==> src/rtl/reg_ex_ma_skid_if.sv <==
// EX->MA boundary bundle: execute-side inputs (i_*) and memory-side outputs (o_*).
// The block uses the slave view and the execute/memory stages use the master view.
interface reg_ex_ma_skid_if #(
  parameter int NBITS  = 32,
  parameter int REG_AW = 5,
  parameter int DST_W  = 2
);
  logic              i_valid;
  logic              o_ready;
  logic              i_flush;
  logic              i_pc_mux_ctrl;
  logic [NBITS-1:0]  i_ALU_rslt;
  logic [NBITS-1:0]  i_eff_addr;
  logic              i_flg_mem_op;
  logic              i_flg_mem_type;
  logic [1:0]        i_flg_mem_size;
  logic              i_flg_unsign;
  logic [REG_AW-1:0] i_rd;
  logic [REG_AW-1:0] i_rt;
  logic [DST_W-1:0]  i_flg_ALU_dst;
  logic              o_valid;
  logic              i_ready;
  logic              o_pc_mux_ctrl;
  logic [NBITS-1:0]  o_ALU_rslt;
  logic [NBITS-1:0]  o_eff_addr;
  logic              o_flg_mem_op;
  logic              o_flg_mem_type;
  logic [1:0]        o_flg_mem_size;
  logic              o_flg_unsign;
  logic [REG_AW-1:0] o_rd;
  logic [REG_AW-1:0] o_rt;
  logic [DST_W-1:0]  o_flg_ALU_dst;

  modport slave (
    input  i_valid, i_flush, i_ready, i_pc_mux_ctrl, i_ALU_rslt, i_eff_addr,
           i_flg_mem_op, i_flg_mem_type, i_flg_mem_size, i_flg_unsign,
           i_rd, i_rt, i_flg_ALU_dst,
    output o_ready, o_valid, o_pc_mux_ctrl, o_ALU_rslt, o_eff_addr,
           o_flg_mem_op, o_flg_mem_type, o_flg_mem_size, o_flg_unsign,
           o_rd, o_rt, o_flg_ALU_dst
  );

  modport master (
    output i_valid, i_flush, i_ready, i_pc_mux_ctrl, i_ALU_rslt, i_eff_addr,
           i_flg_mem_op, i_flg_mem_type, i_flg_mem_size, i_flg_unsign,
           i_rd, i_rt, i_flg_ALU_dst,
    input  o_ready, o_valid, o_pc_mux_ctrl, o_ALU_rslt, o_eff_addr,
           o_flg_mem_op, o_flg_mem_type, o_flg_mem_size, o_flg_unsign,
           o_rd, o_rt, o_flg_ALU_dst
  );
endinterface

==> src/rtl/reg_ex_ma_skid.sv <==
// EX/MA pipeline register with a 2-entry skid buffer; o_ready is registered so MA stalls never reach EX.
// Define REG_EX_MA_STATS_EN to add saturating stall/flush counters (o_stall_cnt, o_flush_cnt).
module reg_ex_ma_skid #(
  parameter int NBITS  = 32,
  parameter int REG_AW = 5,
  parameter int DST_W  = 2
) (
  input  logic                 i_clk,
  input  logic                 i_rst_n,
`ifdef REG_EX_MA_STATS_EN
  output logic [15:0]          o_stall_cnt,
  output logic [15:0]          o_flush_cnt,
`endif
  reg_ex_ma_skid_if.slave      bus
);

  typedef enum logic [1:0] {EMPTY, ONE, TWO} state_e;

  typedef struct packed {
    logic              pc_mux_ctrl;
    logic [NBITS-1:0]  alu_rslt;
    logic [NBITS-1:0]  eff_addr;
    logic              mem_op;
    logic              mem_type;
    logic [1:0]        mem_size;
    logic              unsign;
    logic [REG_AW-1:0] rd;
    logic [REG_AW-1:0] rt;
    logic [DST_W-1:0]  alu_dst;
  } payload_t;

  state_e   state_q, state_d;
  payload_t main_q, main_d, skid_q, skid_d, in_pl;
  logic     rdy_q, rdy_d;
  logic     valid, accept, pop;

  assign in_pl = '{pc_mux_ctrl: bus.i_pc_mux_ctrl, alu_rslt: bus.i_ALU_rslt,
                   eff_addr: bus.i_eff_addr, mem_op: bus.i_flg_mem_op,
                   mem_type: bus.i_flg_mem_type, mem_size: bus.i_flg_mem_size,
                   unsign: bus.i_flg_unsign, rd: bus.i_rd, rt: bus.i_rt,
                   alu_dst: bus.i_flg_ALU_dst};

  assign valid  = (state_q != EMPTY);
  assign accept = bus.i_valid & rdy_q;
  assign pop    = valid & bus.i_ready;

  always_comb begin
    state_d = state_q;
    main_d  = main_q;
    skid_d  = skid_q;
    if (bus.i_flush) begin
      state_d = EMPTY;
    end else begin
      case (state_q)
        EMPTY: if (accept) begin
          state_d = ONE;
          main_d  = in_pl;
        end
        ONE: begin
          if (accept && pop) begin
            main_d = in_pl;
          end else if (accept) begin
            state_d = TWO;
            skid_d  = in_pl;
          end else if (pop) begin
            state_d = EMPTY;
          end
        end
        TWO: if (pop) begin
          state_d = ONE;
          main_d  = skid_q;
        end
        default: state_d = EMPTY;
      endcase
    end
    // ready is a function of next state only, so it never depends on i_ready combinationally
    rdy_d = (state_d != TWO);
  end

  always_ff @(posedge i_clk or negedge i_rst_n) begin
    if (!i_rst_n) begin
      state_q <= EMPTY;
      main_q  <= '0;
      skid_q  <= '0;
      rdy_q   <= 1'b0;
    end else begin
      state_q <= state_d;
      main_q  <= main_d;
      skid_q  <= skid_d;
      rdy_q   <= rdy_d;
    end
  end

  assign bus.o_ready        = rdy_q;
  assign bus.o_valid        = valid;
  // side-effecting controls are gated so a bubble can never write PC, memory or a register
  assign bus.o_pc_mux_ctrl  = valid & main_q.pc_mux_ctrl;
  assign bus.o_flg_mem_op   = valid & main_q.mem_op;
  assign bus.o_flg_ALU_dst  = valid ? main_q.alu_dst : '0;
  assign bus.o_ALU_rslt     = main_q.alu_rslt;
  assign bus.o_eff_addr     = main_q.eff_addr;
  assign bus.o_flg_mem_type = main_q.mem_type;
  assign bus.o_flg_mem_size = main_q.mem_size;
  assign bus.o_flg_unsign   = main_q.unsign;
  assign bus.o_rd           = main_q.rd;
  assign bus.o_rt           = main_q.rt;

`ifdef REG_EX_MA_STATS_EN
  logic [15:0] stall_cnt_q, stall_cnt_d, flush_cnt_q, flush_cnt_d;

  always_comb begin
    stall_cnt_d = stall_cnt_q;
    flush_cnt_d = flush_cnt_q;
    if (valid && !bus.i_ready && stall_cnt_q != 16'hFFFF) stall_cnt_d = stall_cnt_q + 16'd1;
    if (bus.i_flush && valid && flush_cnt_q != 16'hFFFF)  flush_cnt_d = flush_cnt_q + 16'd1;
  end

  always_ff @(posedge i_clk or negedge i_rst_n) begin
    if (!i_rst_n) begin
      stall_cnt_q <= '0;
      flush_cnt_q <= '0;
    end else begin
      stall_cnt_q <= stall_cnt_d;
      flush_cnt_q <= flush_cnt_d;
    end
  end

  assign o_stall_cnt = stall_cnt_q;
  assign o_flush_cnt = flush_cnt_q;
`endif

endmodule

==> src/flat_wrapper.sv <==
// flat-port wrapper written by rule: the top's interface ports become plain ports
module reg_ex_ma_skid_flat 
#(
  parameter int NBITS  = 32,
  parameter int REG_AW = 5,
  parameter int DST_W  = 2
)
  (i_clk, i_rst_n, bus_i_valid, bus_i_flush, bus_i_ready, bus_i_pc_mux_ctrl, bus_i_ALU_rslt, bus_i_eff_addr, bus_i_flg_mem_op, bus_i_flg_mem_type, bus_i_flg_mem_size, bus_i_flg_unsign, bus_i_rd, bus_i_rt, bus_i_flg_ALU_dst, bus_o_ready, bus_o_valid, bus_o_pc_mux_ctrl, bus_o_ALU_rslt, bus_o_eff_addr, bus_o_flg_mem_op, bus_o_flg_mem_type, bus_o_flg_mem_size, bus_o_flg_unsign, bus_o_rd, bus_o_rt, bus_o_flg_ALU_dst);
  reg_ex_ma_skid_if #(.NBITS(NBITS), .REG_AW(REG_AW), .DST_W(DST_W)) bus_i ();
  input  logic i_clk;
  input  logic i_rst_n;
  input wire logic [$bits(bus_i.i_valid)-1:0] bus_i_valid;
  input wire logic [$bits(bus_i.i_flush)-1:0] bus_i_flush;
  input wire logic [$bits(bus_i.i_ready)-1:0] bus_i_ready;
  input wire logic [$bits(bus_i.i_pc_mux_ctrl)-1:0] bus_i_pc_mux_ctrl;
  input wire logic [$bits(bus_i.i_ALU_rslt)-1:0] bus_i_ALU_rslt;
  input wire logic [$bits(bus_i.i_eff_addr)-1:0] bus_i_eff_addr;
  input wire logic [$bits(bus_i.i_flg_mem_op)-1:0] bus_i_flg_mem_op;
  input wire logic [$bits(bus_i.i_flg_mem_type)-1:0] bus_i_flg_mem_type;
  input wire logic [$bits(bus_i.i_flg_mem_size)-1:0] bus_i_flg_mem_size;
  input wire logic [$bits(bus_i.i_flg_unsign)-1:0] bus_i_flg_unsign;
  input wire logic [$bits(bus_i.i_rd)-1:0] bus_i_rd;
  input wire logic [$bits(bus_i.i_rt)-1:0] bus_i_rt;
  input wire logic [$bits(bus_i.i_flg_ALU_dst)-1:0] bus_i_flg_ALU_dst;
  output wire logic [$bits(bus_i.o_ready)-1:0] bus_o_ready;
  output wire logic [$bits(bus_i.o_valid)-1:0] bus_o_valid;
  output wire logic [$bits(bus_i.o_pc_mux_ctrl)-1:0] bus_o_pc_mux_ctrl;
  output wire logic [$bits(bus_i.o_ALU_rslt)-1:0] bus_o_ALU_rslt;
  output wire logic [$bits(bus_i.o_eff_addr)-1:0] bus_o_eff_addr;
  output wire logic [$bits(bus_i.o_flg_mem_op)-1:0] bus_o_flg_mem_op;
  output wire logic [$bits(bus_i.o_flg_mem_type)-1:0] bus_o_flg_mem_type;
  output wire logic [$bits(bus_i.o_flg_mem_size)-1:0] bus_o_flg_mem_size;
  output wire logic [$bits(bus_i.o_flg_unsign)-1:0] bus_o_flg_unsign;
  output wire logic [$bits(bus_i.o_rd)-1:0] bus_o_rd;
  output wire logic [$bits(bus_i.o_rt)-1:0] bus_o_rt;
  output wire logic [$bits(bus_i.o_flg_ALU_dst)-1:0] bus_o_flg_ALU_dst;
  assign bus_i.i_valid = bus_i_valid;
  assign bus_i.i_flush = bus_i_flush;
  assign bus_i.i_ready = bus_i_ready;
  assign bus_i.i_pc_mux_ctrl = bus_i_pc_mux_ctrl;
  assign bus_i.i_ALU_rslt = bus_i_ALU_rslt;
  assign bus_i.i_eff_addr = bus_i_eff_addr;
  assign bus_i.i_flg_mem_op = bus_i_flg_mem_op;
  assign bus_i.i_flg_mem_type = bus_i_flg_mem_type;
  assign bus_i.i_flg_mem_size = bus_i_flg_mem_size;
  assign bus_i.i_flg_unsign = bus_i_flg_unsign;
  assign bus_i.i_rd = bus_i_rd;
  assign bus_i.i_rt = bus_i_rt;
  assign bus_i.i_flg_ALU_dst = bus_i_flg_ALU_dst;
  assign bus_o_ready = bus_i.o_ready;
  assign bus_o_valid = bus_i.o_valid;
  assign bus_o_pc_mux_ctrl = bus_i.o_pc_mux_ctrl;
  assign bus_o_ALU_rslt = bus_i.o_ALU_rslt;
  assign bus_o_eff_addr = bus_i.o_eff_addr;
  assign bus_o_flg_mem_op = bus_i.o_flg_mem_op;
  assign bus_o_flg_mem_type = bus_i.o_flg_mem_type;
  assign bus_o_flg_mem_size = bus_i.o_flg_mem_size;
  assign bus_o_flg_unsign = bus_i.o_flg_unsign;
  assign bus_o_rd = bus_i.o_rd;
  assign bus_o_rt = bus_i.o_rt;
  assign bus_o_flg_ALU_dst = bus_i.o_flg_ALU_dst;
  reg_ex_ma_skid #(.NBITS(NBITS), .REG_AW(REG_AW), .DST_W(DST_W)) u_core (.i_clk(i_clk), .i_rst_n(i_rst_n), .bus(bus_i));
endmodule
==> config.mk <==
export PLATFORM = sky130hd
export DESIGN_NAME = reg_ex_ma_skid_flat
export DESIGN_NICKNAME = d
export VERILOG_FILES = /design/src/rtl/reg_ex_ma_skid_if.sv /design/src/rtl/reg_ex_ma_skid.sv /design/src/flat_wrapper.sv
export SDC_FILE = /design/constraint.sdc
export NUM_CORES = 1
export LEC_CHECK = 0
export ABC_CLOCK_PERIOD_IN_PS = 4160
export BUFFER_PORTS_ARGS = -buffer_cell sky130_fd_sc_hd__buf_2
export CAP_MARGIN = 15
export CORE_MARGIN = 8
export CORE_UTILIZATION = 58
export DETAILED_ROUTE_END_ITERATION = 10
export PLACE_DENSITY = 0.95
export RECOVER_POWER = 25
export SYNTH_ARGS = -nofsm -noshare
export SYNTH_HDL_FRONTEND = slang
export SYNTH_SLANG_ARGS = --single-unit
==> constraint.sdc <==
create_clock -name i_clk -period 4.16 [get_ports i_clk]
set_input_delay 0.208 -clock i_clk [delete_from_list [all_inputs] [get_ports i_clk]]
set_output_delay 0.208 -clock i_clk [all_outputs]
set_load 0.01 [all_outputs]
==> load_flow_metrics.sql <==
INSERT INTO impl_metrics (metric_group, metric, value, unit) VALUES
('power', 'worst_ir_drop_vdd', '0.312', 'mV'),
('global_route', 'globalRouteTotalUtil', '18.9', '%'),
('route', 'starting_drt_drc_count', '342', ''),
('critical_path', 'timing.critical_path.fanout_max', '85', ''),
('yosys', 'synth.yosys.seq_area_share', '55.2', '%'),
('final_layout', 'antennaDiodeCount', '0', ''),
('yosys', 'post_synth.cell_area_avg', '12.0', 'um2'),
('yosys', 'syn_std_cell_area', '7560', 'um2'),
('sta', 'period_share', '58.6', '%'),
('global_route', 'grt_first_pass_wirelength', '25000', 'um'),
('placed_design', 'dpl.hpwl', '10600', 'um'),
('floorplanning', 'start_util', '59.7', '%'),
('route', 'finalWirelength', '15600', 'um'),
('floorplanning', 'die-height', '130', 'um'),
('critical_path', 'critical_path_required', '4.67', 'ns'),
('sta', 'skew', '0.00572', 'ns'),
('floorplanning', 'fp.dieW', '130', 'um'),
('yosys', 'netlist_instances', '630', ''),
('clock_network', 'numClockSinks', '167', ''),
('yosys', 'ys.warnings.count', '0', ''),
('global_route', 'antenna_violations_before_repair', '0', ''),
('route', 'drc', '0', ''),
('global_route', 'maximum_number_of_pins_on_one_net_before_global_route_repair', '86', ''),
('power', 'total_leakage_power', '3.96', 'nW'),
('sta', 'rsz0062_at_grt', 'no', ''),
('critical_path', 'cp.arrival', '2.95', 'ns'),
('clock_network', 'clk_latency', '0.41', 'ns'),
('sta', 'report.final.setup_viol', '0', ''),
('route', 'detail_route.first_pass.iterations', '4', ''),
('sta', 'setup_tns', '0', 'ns'),
('sta', 'tightest_slew', '2.06', 'ns'),
('critical_path', 'critPathLaunchType', 'primary input', ''),
('yosys', 'postSynthRegisterBits', '167', ''),
('route', 'post_drt_wl_per_cell', '17.4', 'um'),
('final_layout', 'fillerInstances', '922', ''),
('placed_design', 'place.port_buffers', '170', ''),
('clock_network', 'clock-root-buffer', 'sky130_fd_sc_hd__clkbuf_16', ''),
('clock_network', 'cts_post_setup_buffers_inserted', '0', ''),
('floorplanning', 'dieArea', '17000', 'um2'),
('route', 'post_drt_via_cell_ratio', '5.22', ''),
('run_status', 'failed_checks', 'max-capacitance violations, max-slew violations', ''),
('run_status', 'status', 'complete, but fails checks', ''),
('final_layout', 'layout.nets', '801', ''),
('yosys', 'mappedNetlistNets', '717', ''),
('clock_network', 'clk_transition_reported_paths', '0.06', 'ns'),
('run', 'drv_cap', '1', ''),
('sta', 'finalMaxSlewViolations', '86', ''),
('floorplanning', 'design.portCount', '171', ''),
('global_route', 'gr_overflow_total', '0', ''),
('power', 'powerDensity', '540', 'nW/um2'),
('final_layout', 'utilization', '67.3', '%'),
('route', 'detailroute.via_count', '4687', ''),
('sta', 'period_minus_slack', '2.44', 'ns'),
('sta', 'finalHoldViolCount', '0', ''),
('critical_path', 'worstSetupEndpointType', 'asynchronous set/reset pin', ''),
('min_path', 'hold_path.class', 'in2reg', ''),
('floorplanning', 'floorplan.core_area', '12700', 'um2'),
('final_layout', 'flow.area_growth_from_synthesis', '12.8', '%'),
('yosys', 'yosysUniqueCellTypes', '24', ''),
('route', 'postRouteAntennaNets', '0', ''),
('sta', 'timing.slew.headroom', '-37.2', '%'),
('final_layout', 'final_layout_size_suffix_gt1_share', '36.0', '%'),
('clock_network', 'tritoncts', 'done', ''),
('final_layout', 'final_cell_mix', 'sky130_fd_sc_hd__dfrtp_1 (167), sky130_fd_sc_hd__buf_2 (148), sky130_fd_sc_hd__mux2i_1 (84)', ''),
('final_layout', 'layout.cells.most_common', 'sky130_fd_sc_hd__dfrtp_1', ''),
('critical_path', 'timing_worst_setup_path_type', 'in2async', ''),
('floorplanning', 'core.rowCount', '41', ''),
('clock_network', 'numCtsBuffers', '17', ''),
('clock_network', 'cts_max_level', '4', ''),
('placed_design', 'finalWeightedCongestion', '0.752', ''),
('clock_network', 'cts_buffer_depth', '2', ''),
('sta', 'fmax', '0.410', 'GHz'),
('global_route', 'first_global_vias', '4998', '');
[worst paths after layout]
path,from,slack (ns),end,cells after the start
setup / recovery,i_rst_n,1.72,u_core.bus.o_eff_addr[7]$_DFFE_PN0P_,3
hold / removal,bus_i_ALU_rslt[12],0.03,u_core.skid_q[61]$_DFFE_PN0P_,2
setup reg to reg,u_core.state_q[1]$_DFF_PN0_,1.73,u_core.skid_q[33]$_DFFE_PN0P_,4
hold reg to reg,u_core.bus.o_eff_addr[11]$_DFFE_PN0P_,0.48,u_core.bus.o_eff_addr[11]$_DFFE_PN0P_,2
max in group i_clk,bus_i_flush,1.73,u_core.skid_q[33]$_DFFE_PN0P_,6
min in group asynchronous,i_rst_n,0.92,u_core.bus.o_ALU_rslt[0]$_DFFE_PN0P_,2
[cells in the mapped netlist]
cell | number | area, um2
sky130_fd_sc_hd__a31oi_1 | 1 | 6.26
sky130_fd_sc_hd__and2_1 | 1 | 6.26
sky130_fd_sc_hd__o21ai_1 | 16 | 80.1
sky130_fd_sc_hd__nand3_2 | 1 | 10.0
sky130_fd_sc_hd__clkbuf_2 | 1 | 5.00
sky130_fd_sc_hd__nor2b_1 | 4 | 25.0
sky130_fd_sc_hd__mux2_2 | 74 | 833
sky130_fd_sc_hd__dfrtp_1 | 167 | 4180
sky130_fd_sc_hd__inv_1 | 2 | 7.51
sky130_fd_sc_hd__o22a_1 | 1 | 8.76
sky130_fd_sc_hd__nand3b_1 | 1 | 7.51
sky130_fd_sc_hd__a211o_1 | 1 | 8.76
sky130_fd_sc_hd__nand2b_1 | 2 | 12.5
sky130_fd_sc_hd__buf_2 | 18 | 90.1
sky130_fd_sc_hd__nor4bb_1 | 1 | 10.0
sky130_fd_sc_hd__and2b_1 | 2 | 15.0
sky130_fd_sc_hd__nand2_1 | 82 | 308
sky130_fd_sc_hd__buf_6 | 1 | 11.3
sky130_fd_sc_hd__mux2i_1 | 84 | 841
sky130_fd_sc_hd__buf_4 | 85 | 638
sky130_fd_sc_hd__mux2_1 | 8 | 90.1
sky130_fd_sc_hd__nor2_1 | 3 | 11.3
sky130_fd_sc_hd__clkbuf_1 | 8 | 30.0
sky130_fd_sc_hd__o21ai_0 | 66 | 330
[flip-flops by register name, indices dropped and copies added (netlist names), 2 cells and up]
name	count
u_core.skid_q	82
u_core.state_q	2
u_core.bus.o_flg_mem_size	2
u_core.bus.o_ALU_rslt	32
u_core.bus.o_rt	5
u_core.bus.o_eff_addr	32
u_core.bus.o_rd	5
u_core.main_q	4
[where the power goes]
group	internal, mW	switching (mW)	leakage [nW]	total (mW)
combinational	0.391	0.402	1.60	0.794
sequential	2.02	0.208	2.06	2.23
clock	0.961	0.624	0.292	1.58
[stage by stage]
step	cells	setup WS, ns	cell area [um2]	hold WS [ns]	total power [mW]
2_1_floorplan	630	2.63	7560	-0.0876	2.88
3_3_place_gp	865	1.78	7950	0.309	2.99
3_5_place_dp	865	1.74	7950	0.310	3.06
4_1_cts	898	1.70	8560	0.00912	4.66
5_1_grt	898	1.25	8530	0.0156	4.84
6_report	898	1.72	8530	0.0256	4.61
[layer usage]
layer	share of wire [%]	global-route usage, %	routed length [um]
met5	0	0	0
met4	1.4	6.97	213
met3	6.4	4.98	1010
met2	49	31.4	7730
met1	43	23.2	6690
[worst max-delay path: stages]
cell and delay (ns):
sky130_fd_sc_hd__dlygate4sd3_1 0.52, sky130_fd_sc_hd__clkbuf_2 1.46, sky130_fd_sc_hd__buf_4 0.69
[cell families (layout without fill, tap and decap cells)]
logic type / Yosys count / count (layout) / synth area share (%)
AND/OR/NAND/NOR: 97 / 97 / 5.36
AO/OA/AOI/OAI: 85 / 85 / 5.74
buffers and inverters: 115 / 211 / 10.3
multiplexers: 166 / 166 / 23.3
flip-flops: 167 / 167 / 55.2
[final cells by class]
| class | instances | area [um2] | share of cell area [%] |
|---|---|---|---|
| Timing Repair Buffer | 178 | 902 | 10.6 |
| Tap cell | 172 | 215 | 2.52 |
| Sequential cell | 167 | 4180 | 49.0 |
| Inverter | 2 | 7.51 | 0.0880 |
| Multi-Input combinational cell | 348 | 2630 | 30.8 |
| Clock inverter | 11 | 150 | 1.76 |
| Clock buffer | 20 | 447 | 5.24 |
[repair_timing]
item                                    CTS  global route
resized for setup                         0             0
hold buffers                              2             0
endpoints found under the setup margin    0             0
hold endpoints to repair                 84             0
Power figures use the tool's default switching activity.
